==> src/rtl/hazard_ctrl_pkg.sv <==
// hazard_ctrl_pkg: register-address width, controller state encoding and a
// saturating-increment helper shared by the hazard controller files.
`default_nettype none

package hazard_ctrl_pkg;

  localparam int RegAddrWidth = 5;

  typedef enum logic [0:0] {
    HZ_IDLE    = 1'b0,
    HZ_MD_BUSY = 1'b1
  } hz_state_e;

  function automatic logic [31:0] sat_inc(input logic [31:0] value, input logic en);
    return (en && (value != 32'hFFFF_FFFF)) ? value + 32'd1 : value;
  endfunction

endpackage

`default_nettype wire

==> src/rtl/hazard_ctrl_hz_stall_timer.sv <==
// hz_stall_timer: loadable down-counter with zero flag; stops at zero.
`default_nettype none

module hz_stall_timer #(
  parameter int CNT_W = 6
) (
  input  logic             clk,
  input  logic             rst,
  input  logic             load,
  input  logic [CNT_W-1:0] value,
  input  logic             dec,
  output logic [CNT_W-1:0] cnt,
  output logic             zero
);

  always_ff @(posedge clk or posedge rst) begin
    if (rst) begin
      cnt <= '0;
    end else if (load) begin
      cnt <= value;
    end else if (dec && (cnt != '0)) begin
      cnt <= cnt - 1'b1;
    end
  end

  assign zero = (cnt == '0);

endmodule

`default_nettype wire

==> src/rtl/hazard_ctrl.sv <==
// hazard_ctrl: load-use bubble, multi-cycle mul/div stall and branch squash control.
// Optional HAZARD_STATS_EN adds three saturating 32-bit stall/flush counters.
`default_nettype none

module hazard_ctrl
  import hazard_ctrl_pkg::*;
#(
  parameter int MD_CYCLES = 32,
  parameter int CNT_W     = 6
) (
  input  logic                    clk,
  input  logic                    rst,
  input  logic [RegAddrWidth-1:0] raddr_1_ID,
  input  logic [RegAddrWidth-1:0] raddr_2_ID,
  input  logic                    re_1_ID,
  input  logic                    re_2_ID,
  input  logic                    ReadMem_EX,
  input  logic                    WriteReg_EX,
  input  logic [RegAddrWidth-1:0] waddr_EX,
  input  logic                    md_start_EX,
  input  logic                    branch_taken_ID,
  output logic                    hold_PC,
  output logic                    hold_IF_ID,
  output logic                    hold_ID_EX,
  output logic                    bubble_ID_EX,
  output logic                    flush_IF_ID,
  output logic                    md_busy,
  output logic                    md_done
`ifdef HAZARD_STATS_EN
  ,
  output logic [31:0]             stat_load_stalls,
  output logic [31:0]             stat_md_stalls,
  output logic [31:0]             stat_flushes
`endif
);

  localparam logic [CNT_W-1:0] MD_LOAD = CNT_W'(MD_CYCLES - 2);

  hz_state_e        state_q, state_d;
  logic [CNT_W-1:0] cnt;
  logic             cnt_zero;
  logic             cnt_load, cnt_dec;
  logic             luh;
  logic             h_pc, h_if_id, h_id_ex, bub, done, flush;

  hz_stall_timer #(.CNT_W(CNT_W)) u_timer (
    .clk   (clk),
    .rst   (rst),
    .load  (cnt_load),
    .value (MD_LOAD),
    .dec   (cnt_dec),
    .cnt   (cnt),
    .zero  (cnt_zero)
  );

  assign luh = ReadMem_EX && WriteReg_EX && (waddr_EX != '0) &&
               ((re_1_ID && (raddr_1_ID == waddr_EX)) ||
                (re_2_ID && (raddr_2_ID == waddr_EX)));

  always_ff @(posedge clk or posedge rst) begin
    if (rst) state_q <= HZ_IDLE;
    else     state_q <= state_d;
  end

  always_comb begin
    state_d  = state_q;
    cnt_load = 1'b0;
    cnt_dec  = 1'b0;
    h_pc     = 1'b0;
    h_if_id  = 1'b0;
    h_id_ex  = 1'b0;
    bub      = 1'b0;
    done     = 1'b0;
    case (state_q)
      HZ_IDLE: begin
        if (md_start_EX) begin
          h_pc     = 1'b1;
          h_if_id  = 1'b1;
          h_id_ex  = 1'b1;
          cnt_load = 1'b1;
          state_d  = HZ_MD_BUSY;
        end else if (luh) begin
          h_pc    = 1'b1;
          h_if_id = 1'b1;
          bub     = 1'b1;
        end
      end
      HZ_MD_BUSY: begin
        // Final EX cycle releases the holds so the pipeline advances at this edge.
        if (!cnt_zero) begin
          h_pc    = 1'b1;
          h_if_id = 1'b1;
          h_id_ex = 1'b1;
          cnt_dec = 1'b1;
        end else begin
          done    = 1'b1;
          state_d = HZ_IDLE;
        end
      end
      default: state_d = HZ_IDLE;
    endcase
  end

  assign flush = branch_taken_ID && !h_if_id;

  // Outputs are forced low for the whole time reset is asserted.
  assign hold_PC      = !rst && h_pc;
  assign hold_IF_ID   = !rst && h_if_id;
  assign hold_ID_EX   = !rst && h_id_ex;
  assign bubble_ID_EX = !rst && bub;
  assign flush_IF_ID  = !rst && flush;
  assign md_busy      = !rst && (state_q == HZ_MD_BUSY);
  assign md_done      = !rst && done;

`ifdef HAZARD_STATS_EN
  always_ff @(posedge clk or posedge rst) begin
    if (rst) begin
      stat_load_stalls <= '0;
      stat_md_stalls   <= '0;
      stat_flushes     <= '0;
    end else begin
      stat_load_stalls <= sat_inc(stat_load_stalls, bubble_ID_EX);
      stat_md_stalls   <= sat_inc(stat_md_stalls, hold_ID_EX);
      stat_flushes     <= sat_inc(stat_flushes, flush_IF_ID);
    end
  end
`endif

endmodule

`default_nettype wire
==> config.mk <==
export PLATFORM = sky130hd
export DESIGN_NAME = hazard_ctrl
export DESIGN_NICKNAME = d
export VERILOG_FILES = /design/src/rtl/hazard_ctrl_pkg.sv /design/src/rtl/hazard_ctrl_hz_stall_timer.sv /design/src/rtl/hazard_ctrl.sv
export SDC_FILE = /design/constraint.sdc
export NUM_CORES = 1
export LEC_CHECK = 0
export CAP_MARGIN = 5
export CORE_UTILIZATION = 40
export CTS_CLUSTER_SIZE = 12
export DETAILED_ROUTE_END_ITERATION = 7
export PLACE_DENSITY = 0.82
export SETUP_SLACK_MARGIN = 0.15
export SYNTH_ARGS = -nofsm -noshare
export SYNTH_HDL_FRONTEND = slang
export SYNTH_SLANG_ARGS = --single-unit
==> constraint.sdc <==
create_clock -name clk -period 4.5 [get_ports clk]
set_input_delay 1.125 -clock clk [delete_from_list [all_inputs] [get_ports clk]]
set_output_delay 1.125 -clock clk [all_outputs]
set_load 0.005 [all_outputs]
### Yosys cells after proc, flatten, opt, wreduce, memory -nomap -nowiden

Cells that the tools add are included.

* flip-flop bits (word level): 7
* word-level logic and storage cells: 40
* bits of input ports: 23
* output and inout port bits: 7

* add/sub/neg operators: 1
* eq/ne operators: 2
* multiplexer cells: 14
* bitwise logic cells: 1
* reductions and logical operators: 20

Operators with widths (count)
* $logic_and 1x1->1: 13
* $mux 6: 2
* $eq 5x5->1: 2
* $mux 1: 10
* $logic_not 6->1: 1
* $reduce_bool 6->1: 1
* $sub 6x1->6 const B: 1
* $reduce_bool 5->1: 1
* $pmux 1 s2: 2
* $logic_not 1->1: 2
* $reduce_bool 2->1: 1
* $logic_or 1x1->1: 1
* $not 1->1: 1

### Depth between registers and ports, before layout

Gate-level depths: netlist (run 1).

* word-level depth: 10
* gate-level depth with buffers: 7
* mapped depth without buffers: 6

### Hierarchy

A second synthesis (run 1) with hierarchy kept.

* cells, all modules: 82
* area total of the unflattened synthesis: 676.9 sq um

By module, submodules not included
* hz_stall_timer: area an instance 426.7 sq um, seq. area each 150.1 sq um, instances 1, cells each 49
* hazard_ctrl: area an instance 250.2 sq um, seq. area each 25.0 sq um, instances 1, cells each 33

### Least setup slack after synthesis (run 1)

OpenSTA, ideal clock, no wires.

* path type: input -> output
* start: input waddr_EX[1]
* end: output hold_PC
* data required time: 3.375 ns
* path buffers: 1
* setup slack: 1.138 ns
* stages on the path: 5
* data arrival time: 2.237 ns
* path through: or4_1 > o2111ai_1 > nand2b_1 > o22ai_1 > buf_4

* cells in the longest elaborated chain, start to end: 8
* elaborated cells between the ends (all ways): 12
* those cells by class: eq/ne (2); mux (3); reduce/logical (7)

Ends and longest elaborated chain
* start: declaration: line hazard_ctrl.sv:19 `input logic [RegAddrWidth-1:0] waddr_EX,`
* $eq 5x5->1, on equally long branches: line hazard_ctrl.sv:57, hazard_ctrl.sv:58
* $logic_and 1x1->1, on equally long branches: line hazard_ctrl.sv:57, hazard_ctrl.sv:58
* $logic_or 1x1->1: line hazard_ctrl.sv:57 `((re_1_ID && (raddr_1_ID == waddr_EX)) ||`
* $logic_and 1x1->1 *: line hazard_ctrl.sv:56 `assign luh = ReadMem_EX && WriteReg_EX && (waddr_EX != '0) &&`
* $mux 1 * (2 in a row)
* $pmux 1 s2 *
* $logic_and 1x1->1 *
* end: declaration: line hazard_ctrl.sv:22 `output logic hold_PC,`

Mark *: on every way between the ends. The rest lies on a longest branch, timed or not.

### Final worst setup path (run 1)

* start: input waddr_EX[2]
* end: output flush_IF_ID

* cells in the longest elaborated chain, start to end: 10
* elaborated cells between the ends (all ways): 14
* those cells by class: eq/ne (2); mux (3); reduce/logical (9)

Ends and longest elaborated chain
* $eq 5x5->1, on equally long branches: line hazard_ctrl.sv:57, hazard_ctrl.sv:58
* $logic_and 1x1->1, on equally long branches: line hazard_ctrl.sv:57, hazard_ctrl.sv:58
* $logic_or 1x1->1: line hazard_ctrl.sv:57
* $logic_and 1x1->1 *: line hazard_ctrl.sv:56
* $mux 1 *: line hazard_ctrl.sv:82 `end else if (luh) begin`
* $mux 1 *: line hazard_ctrl.sv:76 `if (md_start_EX) begin`
* $pmux 1 s2 *: line hazard_ctrl.sv:74 `case (state_q)`
* $logic_not 1->1 *: line hazard_ctrl.sv:104 `assign flush = branch_taken_ID && !h_if_id;`
* $logic_and 1x1->1 *: line hazard_ctrl.sv:104
* $logic_and 1x1->1 *: line hazard_ctrl.sv:111 `assign flush_IF_ID = !rst && flush;`
* end: declaration: line hazard_ctrl.sv:26 `output logic flush_IF_ID,`

Marks and branches as above.

==> results of run 1 <==
[power by group through the flow]
stage / Sequential, uW / Clock, uW / Combinational [uW]
3_3_place_gp: 127 / 0 / 151
5_1_grt: 134 / 62.2 / 185
6_report: 127 / 57.4 / 164
2_1_floorplan: 121 / 0 / 101
4_1_cts: 126 / 59.6 / 158
3_5_place_dp: 127 / 0 / 156
[sequential cells by signal, summed over array words and instances (netlist names)]
name and cells:
u_timer.cnt 6, state_q 1
[final cells by class]
type / count / area (um2) / share of cell area
inverter: 6 / 22.5 / 0.0241
timing repair buffer: 31 / 308 / 0.329
sequential: 7 / 175 / 0.187
clock buffer: 4 / 26.3 / 0.0281
tap: 15 / 18.8 / 0.0201
multi-input combinational: 47 / 384 / 0.411
[what timing repair did]
item	in CTS	in global routing
buffers inserted	0	2
endpoints found under the setup margin	0	3
hold buffers	0	0
resized for setup	0	6
[metrics by stage]
| step | hold slack [ns] | area, um2 | instances |
|---|---|---|---|
| 2_1_floorplan | 0.470 | 557 | 61 |
| 3_3_place_gp | 0.494 | 858 | 104 |
| 3_5_place_dp | 0.506 | 858 | 104 |
| 4_1_cts | 0.511 | 885 | 108 |
| 5_1_grt | 0.533 | 935 | 110 |
| 6_report | 0.513 | 935 | 110 |
[worst reg2reg max path, cell delays in order (launching register included)]
cell,delay (ns)
dfrtp_1,0.38
inv_1,0.05
ha_1,0.21
or4b_4,0.24
o21ai_4,0.08
or4_2,0.57
mux2i_1,0.14
[final timing paths]
| check | start | endpoint | slack (ns) | cells after the start |
|---|---|---|---|---|
| setup / recovery | waddr_EX[2] | flush_IF_ID | 0.17 | 7 |
| hold / removal | u_timer.cnt[4] | u_timer.cnt[4] | 0.51 | 1 |
| setup reg to reg | u_timer.cnt[0] | u_timer.cnt[4] | 2.71 | 6 |
| hold reg to reg | u_timer.cnt[4] | u_timer.cnt[4] | 0.51 | 1 |
| max in group asynchronous | rst | u_timer.cnt[2] | 2.96 | 2 |
| min in group asynchronous | rst | u_timer.cnt[5] | 1.30 | 2 |
[cells by family after synthesis]
kind of cell	Yosys count
AND/OR/NAND/NOR	22
XOR/XNOR	12
AO/OA/AOI/OAI	11
buffers and inverters	7
flip-flops	7
multiplexers	1
adder cells (fa/ha/maj)	1
[routing by layer]
layer | vias up | wire length [um] | GRT usage
met5 | - | 0 | 0
met4 | 0 | 12 | 0.0776
met3 | 2 | 54 | 0.0682
met2 | 12 | 804 | 0.333
met1 | 260 | 685 | 0.289
li1 | 289 | - | -
[cells in the mapped netlist]
cell       instances
inv_1              6
nand3_1            1
nand2b_1           1
and2_0             1
or4_1              1
or4_2              1
buf_4              1
o21ai_0            2
o22ai_1            1
and3_1             1
o2111a_1           1
a32oi_1            1
nor2b_1            1
o21ai_4            1
or4b_4             1
ha_1               1
nand2_1            3
nor3_1             1
o211ai_1           2
dfrtp_1            7
xnor2_1            2
nor2_1             5
mux2i_1            1
o2111ai_1          2
nor4_1             4
and2_4             1
xor2_1            10
o21ba_2            1
==> flow_summary_export.csv, run 1 <==
group,metric,value,unit
logic_synthesis,synth.distinct_cells,28,
route,ant_nets,0,
critical_path,path_delay_family,"buffers and inverters",
job,max_cap_viol_count,0,
route,num_vias,563,
critical_path,path_cells,"clkdlybuf4s50_1 > xor2_1 > nor4_2 > a32oi_2 > buf_4 > o2111a_1 > clkdlybuf4s50_1",
logic_synthesis,ys_ff_latch,7,
final_layout,post-route-util,0.718,
floorplan,core-area,1300,um2
floorplan,die-area,1550,um2
placement,gp_congestion,0.823,
global_route,antenna_found_initial,0,
clock_tree,numCtsBuffers,3,
min_path,worstHoldPathType,"reg -> reg",
sta,fin_worst_skew,0.00232,ns
power_and_ir_drop,power_density,373,nW/um2
route,drtIter0Drc,6,
clock_tree,htree_levels,1,
sta,rsz0062_at_grt,"no",
placement,dp_hpwl,1130,um
clock_tree,clk_pin_slew_worst_paths,0.05,ns
final_layout,fill_cells,102,
sta,max_freq,231,MHz
sta,worst_slack,0.168,ns
clock_tree,clock_latency,0.25,ns
route,vias_per_cell,5.12,
sta,worstMarginPinSlew,0.326,ns
critical_path,critical_path.max_stage_delay,0.48,ns
floorplan,ioPinCount,30,
final_layout,nNetsFinal,120,
sta,drv_slew,0,
global_route,grt_pass1_vias,504,
sta,period_minus_slack,4.33,ns
power_and_ir_drop,p_leak,0.000385,uW
clock_tree,clkSinkCount,7,
logic_synthesis,synth_seq_area_share,0.315,
logic_synthesis,netlist_area,557,um2
critical_path,crit_path_end_kind,"output pin",
final_layout,antennaDiodeCount,0,
critical_path,cp.arrival,3.21,ns
logic_synthesis,ys_top_cells_by_area,"dfrtp_1, xor2_1, nor4_1",
final_layout,final_common_cell,"clkdlybuf4s50_1",
final_layout,drive_above_1_share,0.158,
logic_synthesis,synth_compound_area_frac,0.171,
logic_synthesis,yosys.area_share.simple,0.231,
floorplan,start_util,0.428,
logic_synthesis,synth_top_area_frac,0.315,
sta,tns,0,ns
critical_path,required,3.38,ns
clock_tree,clock_path_buffers,2,
final_layout,syn2layout_area_growth,67.9,%
critical_path,crit_type,"in -> out",
power_and_ir_drop,share_seq_of_total_power,0.364,
clock_tree,cts_tree,"built",
power_and_ir_drop,ir_worst_vdd,0.000365,V
route,drc,0,
global_route,track_usage,0.219,
critical_path,cp_slowest_cell,"clkdlybuf4s50_1",
logic_synthesis,synth_top_area_cell,"dfrtp_1",
power_and_ir_drop,p_int,218,uW
status,status,"completed",
logic_synthesis,synthAdderAreaFrac,0.0225,
logic_synthesis,synth_top_family_by_area,"simple AND/OR/NAND/NOR gates",
power_and_ir_drop,p_clk_frac,0.165,
sta,hold_viol_final,0,
floorplan,row_count,13,
route,drt_first_pass_iters,4,
logic_synthesis,yosys_warnings,0,
sta,period_share,0.963,
power_and_ir_drop,combPwrFrac,0.472,
logic_synthesis,postSynthAreaPerCell,9.13,um2
power_and_ir_drop,p_total,349,uW
global_route,grt_first_pass_wirelength,2230,um
sta,setup-violations-final,0,
floorplan,fp.dieW,39.3,um
sta,slew_headroom,0.781,
placement,numPortBuffers,29,
logic_synthesis,synth-xor-area-share,0.189,
final_layout,most-common-layout-cells,"clkdlybuf4s50_1, xor2_1, dfrtp_1",
route,finalWirelength,1560,um
logic_synthesis,synth_cells,61,
critical_path,cp_common_cell,"clkdlybuf4s50_1",
global_route,grt_max_degree,10,
clock_tree,root_buffer,"clkbuf_4",
floorplan,fp.dieH,39.3,um
logic_synthesis,mappedNetlistNets,85,
critical_path,cp_num_buf_inv,3,
logic_synthesis,synth.area.mux_share,0.0180,
global_route,grt-ovfl-total,0,
power_and_ir_drop,p_switching,130,uW
critical_path,cp_max_fo,3,
critical_path,critPathLaunchType,"input pin",
placement,post-place-ws,0.237,ns
route,wl_per_cell,14.1,um
power_and_ir_drop,switching_share,0.373,
Note: power is estimated with default switching activity, not from simulation.
==> inputs of run 2 (changes only) <==
--- a/config.mk
+++ b/config.mk
@@ -6,10 +6,11 @@
 export NUM_CORES = 1
 export LEC_CHECK = 0
 export CAP_MARGIN = 5
-export CORE_UTILIZATION = 40
+export CORE_UTILIZATION = 37
 export CTS_CLUSTER_SIZE = 12
 export DETAILED_ROUTE_END_ITERATION = 7
-export PLACE_DENSITY = 0.82
+export PLACE_DENSITY = 0.77
+export REMOVE_ABC_BUFFERS = 1
 export SETUP_SLACK_MARGIN = 0.15
 export SYNTH_ARGS = -nofsm -noshare
 export SYNTH_HDL_FRONTEND = slang
==> constraint.sdc (replaced) <==
create_clock -name clk -period 4.8 [get_ports clk]
set_input_delay 1.2 -clock clk [delete_from_list [all_inputs] [get_ports clk]]
set_output_delay 1.2 -clock clk [all_outputs]
set_load 0.005 [all_outputs]
==> flow_summary_export.csv, run 2 (synthesis gave the netlist of run 1 again) <==
group,metric,value,unit
final_layout,syn2layout_area_growth,58.9,%
clock_tree,clkSinkCount,7,
final_layout,drive_above_1_share,0.0860,
final_layout,most-common-layout-cells,"clkdlybuf4s50_1, xor2_1, dfrtp_1",
critical_path,rr_worst_depth,6,
critical_path,cp.arrival,3.20,ns
clock_tree,clk_pin_slew_worst_paths,0.05,ns
route,finalWirelength,1400,um
global_route,grt-ovfl-total,0,
route,ant_nets,0,
clock_tree,cts_hold_buf,0,
min_path,worstHoldPathType,"reg -> reg",
power_and_ir_drop,p_leak,0.000351,uW
sta,rsz0062_at_grt,"no",
final_layout,top_register,"u_timer.cnt",
clock_tree,postCtsSetupBuffers,0,
route,wl_per_cell,13.0,um
status,status,"completed",
clock_tree,cts_tree,"built",
floorplan,start_util,0.412,
route,num_vias,554,
critical_path,r2r_start,"u_timer.cnt[0]",
floorplan,ioPinCount,30,
global_route,grt_first_pass_wirelength,1920,um
power_and_ir_drop,power_density,361,nW/um2
final_layout,largest_reg_flops,6,
clock_tree,clock_latency,0.25,ns
min_path,hold-path-endpoint,"u_timer.cnt[0]",
min_path,hold_depth,1,
sta,drv_slew,0,
placement,numPortBuffers,29,
critical_path,cp_max_fo,3,
critical_path,crit_path_end_kind,"output pin",
floorplan,fp.dieH,40.8,um
floorplan,core-area,1350,um2
global_route,track_usage,0.177,
sta,period_share,0.917,
min_path,hold_start,"u_timer.cnt[0]",
placement,gp_congestion,0.791,
clock_tree,htree_levels,1,
sta,slew_headroom,0.779,
critical_path,r2r_end,"u_timer.cnt[4]",
final_layout,largest_registers,"u_timer.cnt x6, state_q x1",
route,vias_per_cell,5.13,
final_layout,final_common_cell,"clkdlybuf4s50_1",
sta,tns,0,ns
floorplan,fp.dieW,40.8,um
route,drt_first_pass_iters,4,
final_layout,stdcell_area,885,um2
route,drtIter0Drc,9,
final_layout,nNetsFinal,118,
floorplan,die-area,1660,um2
final_layout,fill_cells,118,
sta,worstMarginPinSlew,0.332,ns
final_layout,post-route-util,0.655,
sta,setup-violations-final,0,
floorplan,row_count,13,
global_route,grt_pass1_vias,453,
sta,fin_worst_skew,0.00198,ns
final_layout,antennaDiodeCount,0,
sta,max_freq,227,MHz
critical_path,critPathLaunchType,"input pin",
placement,dp_hpwl,1150,um
sta,period_minus_slack,4.40,ns
sta,hold_viol_final,0,
clock_tree,numCtsBuffers,3,
route,drc,0,
power_and_ir_drop,ir_worst_vdd,0.000265,V
placement,place_area,858,um2
job,max_cap_viol_count,0,
critical_path,r2r_slack,2.98,ns
clock_tree,cts_resized,0,
global_route,grt_max_degree,10,
global_route,antenna_found_initial,0,
clock_tree,root_buffer,"clkbuf_4",
critical_path,crit_type,"in -> out",
clock_tree,clock_path_buffers,2,
critical_path,required,3.60,ns
run 2: cell types whose count changed in the layout (fill, tap and decap cells not counted):
cell             delta
a32oi_1             +1
o22ai_2             -1
o2111ai_2           -1
buf_4               -2
o22ai_1             +1
clkdlybuf4s50_1     +1
nor4_1              +2
dlymetal6s2s_1      -1
nor4_2              -2
a32oi_2             -1
o2111ai_1           +1
run 2: worst max path at each step:
stage,startpoint,endpoint,cells past startpoint
floorplan,waddr_EX[1],hold_IF_ID,4
global placement,waddr_EX[1],flush_IF_ID,5
detailed placement,waddr_EX[1],flush_IF_ID,5
CTS,waddr_EX[1],hold_IF_ID,6
global route,waddr_EX[2],hold_IF_ID,6
finish,waddr_EX[1],hold_IF_ID,6
run 2: per-stage QoR:
step	hold slack (ns)	power, uW	cells	setup slack, ns
floorplan	0.470	205	60	1.43
global placement	0.496	261	104	0.426
detailed placement	0.517	266	104	0.397
CTS	0.527	322	108	0.390
global route	0.567	347	108	0.328
finish	0.527	319	108	0.398
run 2: routing by layer:
metal  wire length, um  vias to the layer above  share of wire  GRT usage
li1                  -                      283              -          -
met1               654                      251           0.47      0.240
met2               668                       18           0.48      0.254
met3                69                        2          0.049     0.0707
met4                 8                        0         0.0057     0.0500
met5                 0                        -              0          0
run 2: layout make-up:
| type | count | area, um2 | area share |
|---|---|---|---|
| Multi-Input combinational cell | 47 | 352 | 0.397 |
| Timing Repair Buffer | 29 | 290 | 0.328 |
| Sequential cell | 7 | 175 | 0.198 |
| Tap cell | 15 | 18.8 | 0.0212 |
| Clock buffer | 4 | 26.3 | 0.0297 |
| Inverter | 6 | 22.5 | 0.0255 |
run 2: where the power goes:
| part | total (uW) | switching [uW] | internal, uW |
|---|---|---|---|
| Sequential | 121 | 34.5 | 86.9 |
| Clock | 53.3 | 21.6 | 31.7 |
| Combinational | 145 | 61.5 | 83.2 |
run 2: critical path: stages:
cell and delay [ns]:
clkdlybuf4s50_1 0.46, or4_1 0.54, o2111ai_1 0.29, nand2b_1 0.15, o22ai_1 0.09, clkdlybuf4s50_1 0.47
